===== src/rtl/flipflop_rr_if.sv =====
// flipflop_rr_if: requester-side request/lock/data and grant bundle for flipflop_rr_ctrl
interface flipflop_rr_if #(parameter int NUM_REQ = 4, parameter int WIDTH = 8);
    localparam int IW = $clog2(NUM_REQ);
    logic [NUM_REQ-1:0] req, lock, gnt;
    logic [NUM_REQ*WIDTH-1:0] wdata;
    logic busy;
    logic [IW-1:0] last_owner;
    modport master(output req, lock, wdata, input gnt, busy, last_owner);
    modport slave(input req, lock, wdata, output gnt, busy, last_owner);
endinterface


===== src/rtl/flipflop_rr_ctrl.sv =====
// flipflop_rr_ctrl: round-robin write arbiter for an enable-less register, with locked bursts and clear
module flipflop_rr_ctrl #(
    parameter int NUM_REQ = 4,
    parameter int WIDTH = 8,
    parameter int MAX_HOLD = 4
) (
    input  logic clk,
    input  logic reset,
    input  logic clr,
    input  logic [WIDTH-1:0] qout,
    output logic [WIDTH-1:0] qin,
    flipflop_rr_if.slave bus
);
    localparam int IW = $clog2(NUM_REQ);
    localparam int HW = $clog2(MAX_HOLD + 1);
    typedef enum logic {IDLE, GRANT} state_t;
    state_t state, state_n;
    logic [IW-1:0] owner, owner_n, ptr, ptr_n, last_owner, last_n, nxt_ptr, scan_base, win, idx;
    logic [HW-1:0] hold, hold_n;
    logic [NUM_REQ-1:0] own_oh, scan_req;
    logic win_ok, cont, busy;
    assign busy = state == GRANT;
    assign own_oh = NUM_REQ'(1) << owner;
    assign nxt_ptr = (32'(owner) == NUM_REQ - 1) ? '0 : owner + 1'b1;
    assign cont = bus.lock[owner] & bus.req[owner] & (32'(hold) < MAX_HOLD - 1);
    assign bus.busy = busy;
    assign bus.gnt = busy ? own_oh : '0;
    assign bus.last_owner = last_owner;
    // the register has no enable, so it is fed its own output whenever nothing is written
    assign qin = (reset | clr) ? '0 : busy ? bus.wdata[owner*WIDTH +: WIDTH] : qout;
    always_comb begin
        scan_base = busy ? nxt_ptr : ptr;
        scan_req = busy ? bus.req & ~own_oh : bus.req;
        win = '0;
        win_ok = 1'b0;
        idx = '0;
        for (int i = NUM_REQ - 1; i >= 0; i--) begin
            idx = IW'((32'(scan_base) + 32'(i)) % NUM_REQ);
            if (scan_req[idx]) begin
                win = idx;
                win_ok = 1'b1;
            end
        end
    end
    always_comb begin
        state_n = state;
        owner_n = owner;
        ptr_n = ptr;
        hold_n = hold;
        last_n = last_owner;
        if (clr) begin
            state_n = IDLE;
            hold_n = '0;
        end else if (!busy) begin
            state_n = win_ok ? GRANT : IDLE;
            owner_n = win_ok ? win : owner;
        end else begin
            last_n = owner;
            if (cont) begin
                hold_n = hold + 1'b1;
            end else begin
                ptr_n = nxt_ptr;
                hold_n = '0;
                state_n = win_ok ? GRANT : IDLE;
                owner_n = win_ok ? win : owner;
            end
        end
    end
    always_ff @(posedge clk) begin
        if (reset) begin
            state <= IDLE;
            owner <= '0;
            ptr <= '0;
            hold <= '0;
            last_owner <= '0;
        end else begin
            state <= state_n;
            owner <= owner_n;
            ptr <= ptr_n;
            hold <= hold_n;
            last_owner <= last_n;
        end
    end
endmodule


===== src/flat_wrapper.sv =====
// flat-port wrapper written by rule: the top's interface ports become plain ports
module flipflop_rr_ctrl_flat 
#(
    parameter int NUM_REQ = 4,
    parameter int WIDTH = 8,
    parameter int MAX_HOLD = 4
)
  (clk, reset, clr, qout, qin, bus_req, bus_lock, bus_wdata, bus_gnt, bus_busy, bus_last_owner);
  flipflop_rr_if #(.NUM_REQ(NUM_REQ), .WIDTH(WIDTH)) bus_i ();
  input  logic clk;
  input  logic reset;
  input  logic clr;
  input  logic [WIDTH-1:0] qout;
  output logic [WIDTH-1:0] qin;
  input wire logic [$bits(bus_i.req)-1:0] bus_req;
  input wire logic [$bits(bus_i.lock)-1:0] bus_lock;
  input wire logic [$bits(bus_i.wdata)-1:0] bus_wdata;
  output wire logic [$bits(bus_i.gnt)-1:0] bus_gnt;
  output wire logic [$bits(bus_i.busy)-1:0] bus_busy;
  output wire logic [$bits(bus_i.last_owner)-1:0] bus_last_owner;
  assign bus_i.req = bus_req;
  assign bus_i.lock = bus_lock;
  assign bus_i.wdata = bus_wdata;
  assign bus_gnt = bus_i.gnt;
  assign bus_busy = bus_i.busy;
  assign bus_last_owner = bus_i.last_owner;
  flipflop_rr_ctrl #(.NUM_REQ(NUM_REQ), .WIDTH(WIDTH), .MAX_HOLD(MAX_HOLD)) u_core (.clk(clk), .reset(reset), .clr(clr), .qout(qout), .qin(qin), .bus(bus_i));
endmodule

===== config.mk =====
export PLATFORM = sky130hd
export DESIGN_NAME = flipflop_rr_ctrl_flat
export DESIGN_NICKNAME = d
export VERILOG_FILES = /design/src/rtl/flipflop_rr_if.sv /design/src/rtl/flipflop_rr_ctrl.sv /design/src/flat_wrapper.sv
export SDC_FILE = /design/constraint.sdc
export NUM_CORES = 1
export LEC_CHECK = 0
export ABC_AREA = 1
export BUFFER_PORTS_ARGS = -buffer_cell sky130_fd_sc_hd__buf_2
export CAP_MARGIN = 10
export CORE_MARGIN = 2
export CORE_UTILIZATION = 45
export CTS_BUF_LIST = sky130_fd_sc_hd__clkbuf_16
export DETAILED_ROUTE_END_ITERATION = 8
export PLACE_DENSITY = 0.8
export SETUP_SLACK_MARGIN = 0.4
export SYNTH_ARGS = -nofsm -noshare
export SYNTH_HDL_FRONTEND = slang
export SYNTH_SLANG_ARGS = --single-unit

===== constraint.sdc =====
create_clock -name clk -period 2.6 [get_ports clk]
set_clock_uncertainty 0.1 [all_clocks]
set_input_delay 0.52 -clock clk [delete_from_list [all_inputs] [get_ports clk]]
set_output_delay 0.52 -clock clk [all_outputs]
set_load 0.01 [all_outputs]

==> results of run 1 <==
## worst paths after layout
check	start	endpoint	slack, ps	depth (start not counted)
setup / recovery	u_core.owner[0]	qin[3]	520	6
hold / removal	u_core.ptr[1]	u_core.ptr[1]	360	2
setup reg to reg	u_core.owner[1]	u_core.owner[0]	650	13
hold reg to reg	u_core.ptr[1]	u_core.ptr[1]	360	2
## cells in the mapped netlist
cell type,number
dfxtp_1,10
nor2_4,1
buf_4,1
nand3_1,19
inv_8,1
ha_1,5
o21bai_1,1
o21ai_1,1
inv_2,3
buf_8,1
inv_1,22
a21oi_2,1
a31oi_1,1
buf_6,1
nand2_1,32
nor2_2,2
nand2_4,2
a211oi_1,1
nand2_2,16
o22ai_1,8
buf_2,3
o21ai_0,27
nand2_8,2
clkbuf_1,4
a21oi_1,8
nor2_1,40
nand3_2,1
## layout make-up
cell class	count	area share, %
Clock inverter	1	0.226
Sequential cell	10	12.2
Tap cell	31	2.34
Multi-Input combinational cell	168	53.3
Clock buffer	3	4.52
Timing Repair Buffer	68	20.9
Inverter	26	6.48
## worst max-delay path, stage by stage (launching register included)
cell and delay [ps]:
dfxtp_2 400, buf_4 230, o21ai_0 110, o22ai_1 210, o21ai_0 100, inv_1 50, buf_2 120
## per-layer routing
metal  vias up  global-route usage [%]  routed length [um]
met4         0                    7.64                  40
met5         -                       0                   0
li1        815                       -                   -
met3         5                    1.61                 158
met2        48                    42.5                1720
met1       728                    28.7                1570
## state kept, by name (all words and copies together) (netlist names)
name	cells
u_core.owner	2
u_core.hold	3
u_core.bus.last_owner	2
u_core.bus.busy	1
u_core.ptr	2
## cells by family after synthesis
group	after synthesis	share of synthesized area, %
buffers and inverters	36	13.5
and+or+nand+nor	115	44.8
AOI/OAI and AO/OA	48	20.8
adders and majority gates	5	4.99
DFF	10	16.0
## report_power, final
group,leakage [uW],switching [uW],internal (uW)
clock network,0.0000385,74.5,202
registers,0.0000824,16.2,165
logic,0.000848,211,135
## through the flow
stage,worst slack (ps),total power (uW)
CTS,445,801
global route,434,859
detailed placement,529,523
floorplan,520,432
finish,522,803
global placement,610,517
==> results_dict.tcl, run 1 <==
set metrics [dict create \
    insertedDiodeCount 0 \
    vias 1596 \
    place_area_mm2 0.00158 \
    clock_sinks 10 \
    ioPinCount 66 \
    synth_warnings 0 \
    multiInputGateArea_um2 885 \
    syn_inst 214 \
    grt_pass1_vias 1492 \
    synth_seq_cells 10 \
    layout_common_cells "65 x buf_2, 40 x nor2_1, 32 x nand2_1" \
    drive_above_1_share_pct 37.0 \
    overflow 0 \
    hp-class "reg -> reg" \
    core-area_mm2 0.00271 \
    synth_area_leader_cell "dfxtp_1" \
    status "finished clean" \
    finalCritPeriodShare_pct 79.9 \
    grt_max_degree 23 \
    layout_commonest_cell "buf_2" \
    synth_area_leaders "dfxtp_1 16%, nor2_1 12%, o21ai_0 11%" \
    ys_types 27 \
    p_leak_uw 0.000969 \
    syn_area_per_cell_um2 5.86 \
    initial_core_util_pct 46.3 \
    placed_cells 303 \
    final_cells 307 \
    nets 333 \
    cp-start-kind "flip-flop" \
    synth_top_area_share_pct 16.0 \
    cts_tree "built" \
    std_cell_rows 19 \
    gp_congestion 0.868 \
    worst-path-max-fanout 17 \
    area_delta_synth_final_pct 32.4 \
    finalSetupViolCount 0 \
    insertion_delay_ps 240 \
    yosysSeqAreaShare_pct 16.0 \
    maxCapViolations 0 \
    clockBufferDepth 2 \
    syn_nets 270 \
    fp.dieH_um 56.8 \
    hpwl_mm 2.74 \
    wl_per_cell_um 11.4 \
    final_cell_area_mm2 0.00166 \
    grt_pass1_wl_mm 6.17 \
    critPathRequiredTime_ps 1980 \
    drtPass1Iterations 4 \
    fin_tns_setup_ps 0 \
    n_fill_cell 289 \
    rsz0062_at_grt "no" \
    arrival_ps 1460 \
    cts_setup_buffers 0 \
    path_class "reg -> out" \
    io_buffer_count 65 \
    viasPerCell 5.20 \
    power.density_mw_per_mm2 484 \
    ff_latch_area_um2 203 \
    fmax_mhz 481 \
    postRouteAntennaNets 0 \
    die_w_um 56.8 \
    min_period_ps 2080 \
    cts_root_buf "clkbuf_16" \
    grtUsageTotal_pct 23.3 \
    cts_buffers 3 \
    ctsHoldBuffers 0 \
    htreeDepth 1 \
    finalHoldViolations 0 \
    antenna_found_initial 0 \
    path_clk_slew_ps 40 \
    worstMarginPinSlew_ps 397 \
    hold_slack_ps 362 \
    netlist_area_mm2 0.00125 \
    relSlewSlack_pct 73.5 \
    cts_resized 0 \
    drcViolationCount 0 \
    finalMaxSlewViolations 0 \
    wl_mm 3.49 \
    end_kind "primary output" \
    fin_util_pct 61.3 \
    drt_iter0_markers 45 \
    dieArea_mm2 0.00322 \
    max-vdd-ir-drop_mv 0.429 \
]
(Power assumes the default switching activity.)
==> run 2, diff against run 1 <==
Clock period 2.6 ns to 2.1 ns, I/O delays scaled along.
==> run 2 against run 1 <==
Against the previous run: worst setup slack worse by 230 ps; largest power group unchanged; clock power increased by 21%; final area is 6.8% higher.
==> results_dict.tcl, run 2 (synthesis results as in run 1) <==
set metrics [dict create \
    pre_cts_ws_ps 277 \
    critPathRequiredTime_ps 1580 \
    core-area_mm2 0.00271 \
    finalHoldViolations 0 \
    n_fill_cell 269 \
    grt_max_degree 23 \
    ff_latch_area_um2 205 \
    arrival_ps 1290 \
    viasPerCell 5.04 \
    largest_reg_flops 3 \
    dieArea_mm2 0.00322 \
    wl_per_cell_um 10.9 \
    multiInputGateArea_um2 940 \
    max-vdd-ir-drop_mv 0.498 \
    path_clk_slew_ps 40 \
    cts_root_buf "clkbuf_16" \
    layout_setup_ws_ps 293 \
    hold_path_depth 2 \
    overflow 0 \
    std_cell_rows 19 \
    power.density_mw_per_mm2 595 \
    drtPass1Iterations 4 \
    fin_tns_setup_ps 0 \
    finalSetupViolCount 0 \
    fmax_mhz 553 \
    insertion_delay_ps 240 \
    nets 338 \
    vias 1574 \
    power_uw 1050 \
    layout_common_cells "65 x buf_2, 39 x nor2_1, 28 x nand2_1" \
    grtUsageTotal_pct 23.1 \
    hp-class "in -> reg" \
    p_leak_uw 0.00100 \
    finalMaxSlewViolations 0 \
    grt_pass1_vias 1464 \
    cts_tree "built" \
    die_w_um 56.8 \
    postRouteAntennaNets 0 \
    initial_core_util_pct 46.3 \
    ioPinCount 66 \
    area_delta_synth_final_pct 41.4 \
    htreeDepth 1 \
    antenna_found_initial 0 \
    clockBufferDepth 2 \
    worst-path-max-fanout 19 \
    io_buffer_count 65 \
    ctsHoldBuffers 0 \
    cts_buffers 3 \
    path_class "reg -> out" \
    regMostFlops "u_core.hold" \
    maxCapViolations 0 \
    r2r_cells 13 \
    grt_pass1_wl_mm 5.95 \
    cp-start-kind "flip-flop" \
    hpwl_mm 2.70 \
    fp.dieH_um 56.8 \
    relSlewSlack_pct 75.9 \
    min_period_ps 1810 \
    gp_congestion 0.847 \
    status "finished clean" \
    wl_mm 3.41 \
    clock_sinks 10 \
    insertedDiodeCount 0 \
    rsz0062_at_grt "yes" \
    drt_iter0_markers 42 \
    drcViolationCount 0 \
    end_kind "primary output" \
    worstMarginPinSlew_ps 361 \
    layout_commonest_cell "buf_2" \
    finalCritPeriodShare_pct 86.1 \
    drive_above_1_share_pct 42.7 \
]
## run 2: changes by cell type in the layout (fill, tap and decap cells not counted), sizes merged
cell / before / now
buf: 68 / 73
## run 2: layout make-up
| cell class | instances | area share [%] |
|---|---|---|
| Clock buffer | 3 | 4.23 |
| Tap cell | 31 | 2.19 |
| Inverter | 26 | 6.35 |
| Timing Repair Buffer | 73 | 22.4 |
| Multi-Input combinational cell | 168 | 53.0 |
| Sequential cell | 10 | 11.6 |
| Clock inverter | 1 | 0.212 |
## run 2: layer usage
| metal | routed length [um] | global-route usage [%] | share of wire (%) |
|---|---|---|---|
| met5 | 0 | 0 | 0 |
| met4 | 48 | 7.31 | 1.4 |
| met3 | 161 | 3.23 | 4.7 |
| met2 | 1670 | 40.9 | 49 |
| met1 | 1530 | 28.7 | 45 |
## run 2: final timing paths
| path | start | endpoint | slack (ps) |
|---|---|---|---|
| setup / recovery | u_core.owner[0] | qin[6] | 290 |
| hold / removal | reset | u_core.ptr[0] | 300 |
| setup reg to reg | u_core.owner[0] | u_core.owner[1] | 340 |
| hold reg to reg | u_core.hold[2] | u_core.hold[2] | 370 |
## run 2: power by group
group / switching, uW / total (uW) / internal (uW)
clock: 85.5 / 335 / 249
sequential: 15.0 / 220 / 205
combinational: 291 / 500 / 209
## run 2: critical path: stages, from the launching register on
cell and delay [ps]:
dfxtp_4 370, buf_12 150, o21ai_1 130, o22ai_1 90, o21ai_1 120, inv_1 50
buf_2 130
## run 2: what timing repair did
item / 4_1_cts / 5_1_grt
buffers inserted: 4 / 0
gates resized for setup: 26 / 8
endpoints found under the setup margin: 13 / 13
pin swaps: 2 / 0
## run 2: metrics by stage
stage | cell area, um2 | instances | util [%] | hold WS (ps)
after floorplan | 1310 | 214 | - | 344
after global placement | 1630 | 304 | 60.0 | 351
after detailed placement | 1630 | 304 | 60.0 | 354
after CTS | 1770 | 312 | 65.2 | 304
after global routing | 1770 | 312 | 65.4 | 318
final | 1770 | 312 | 65.4 | 301
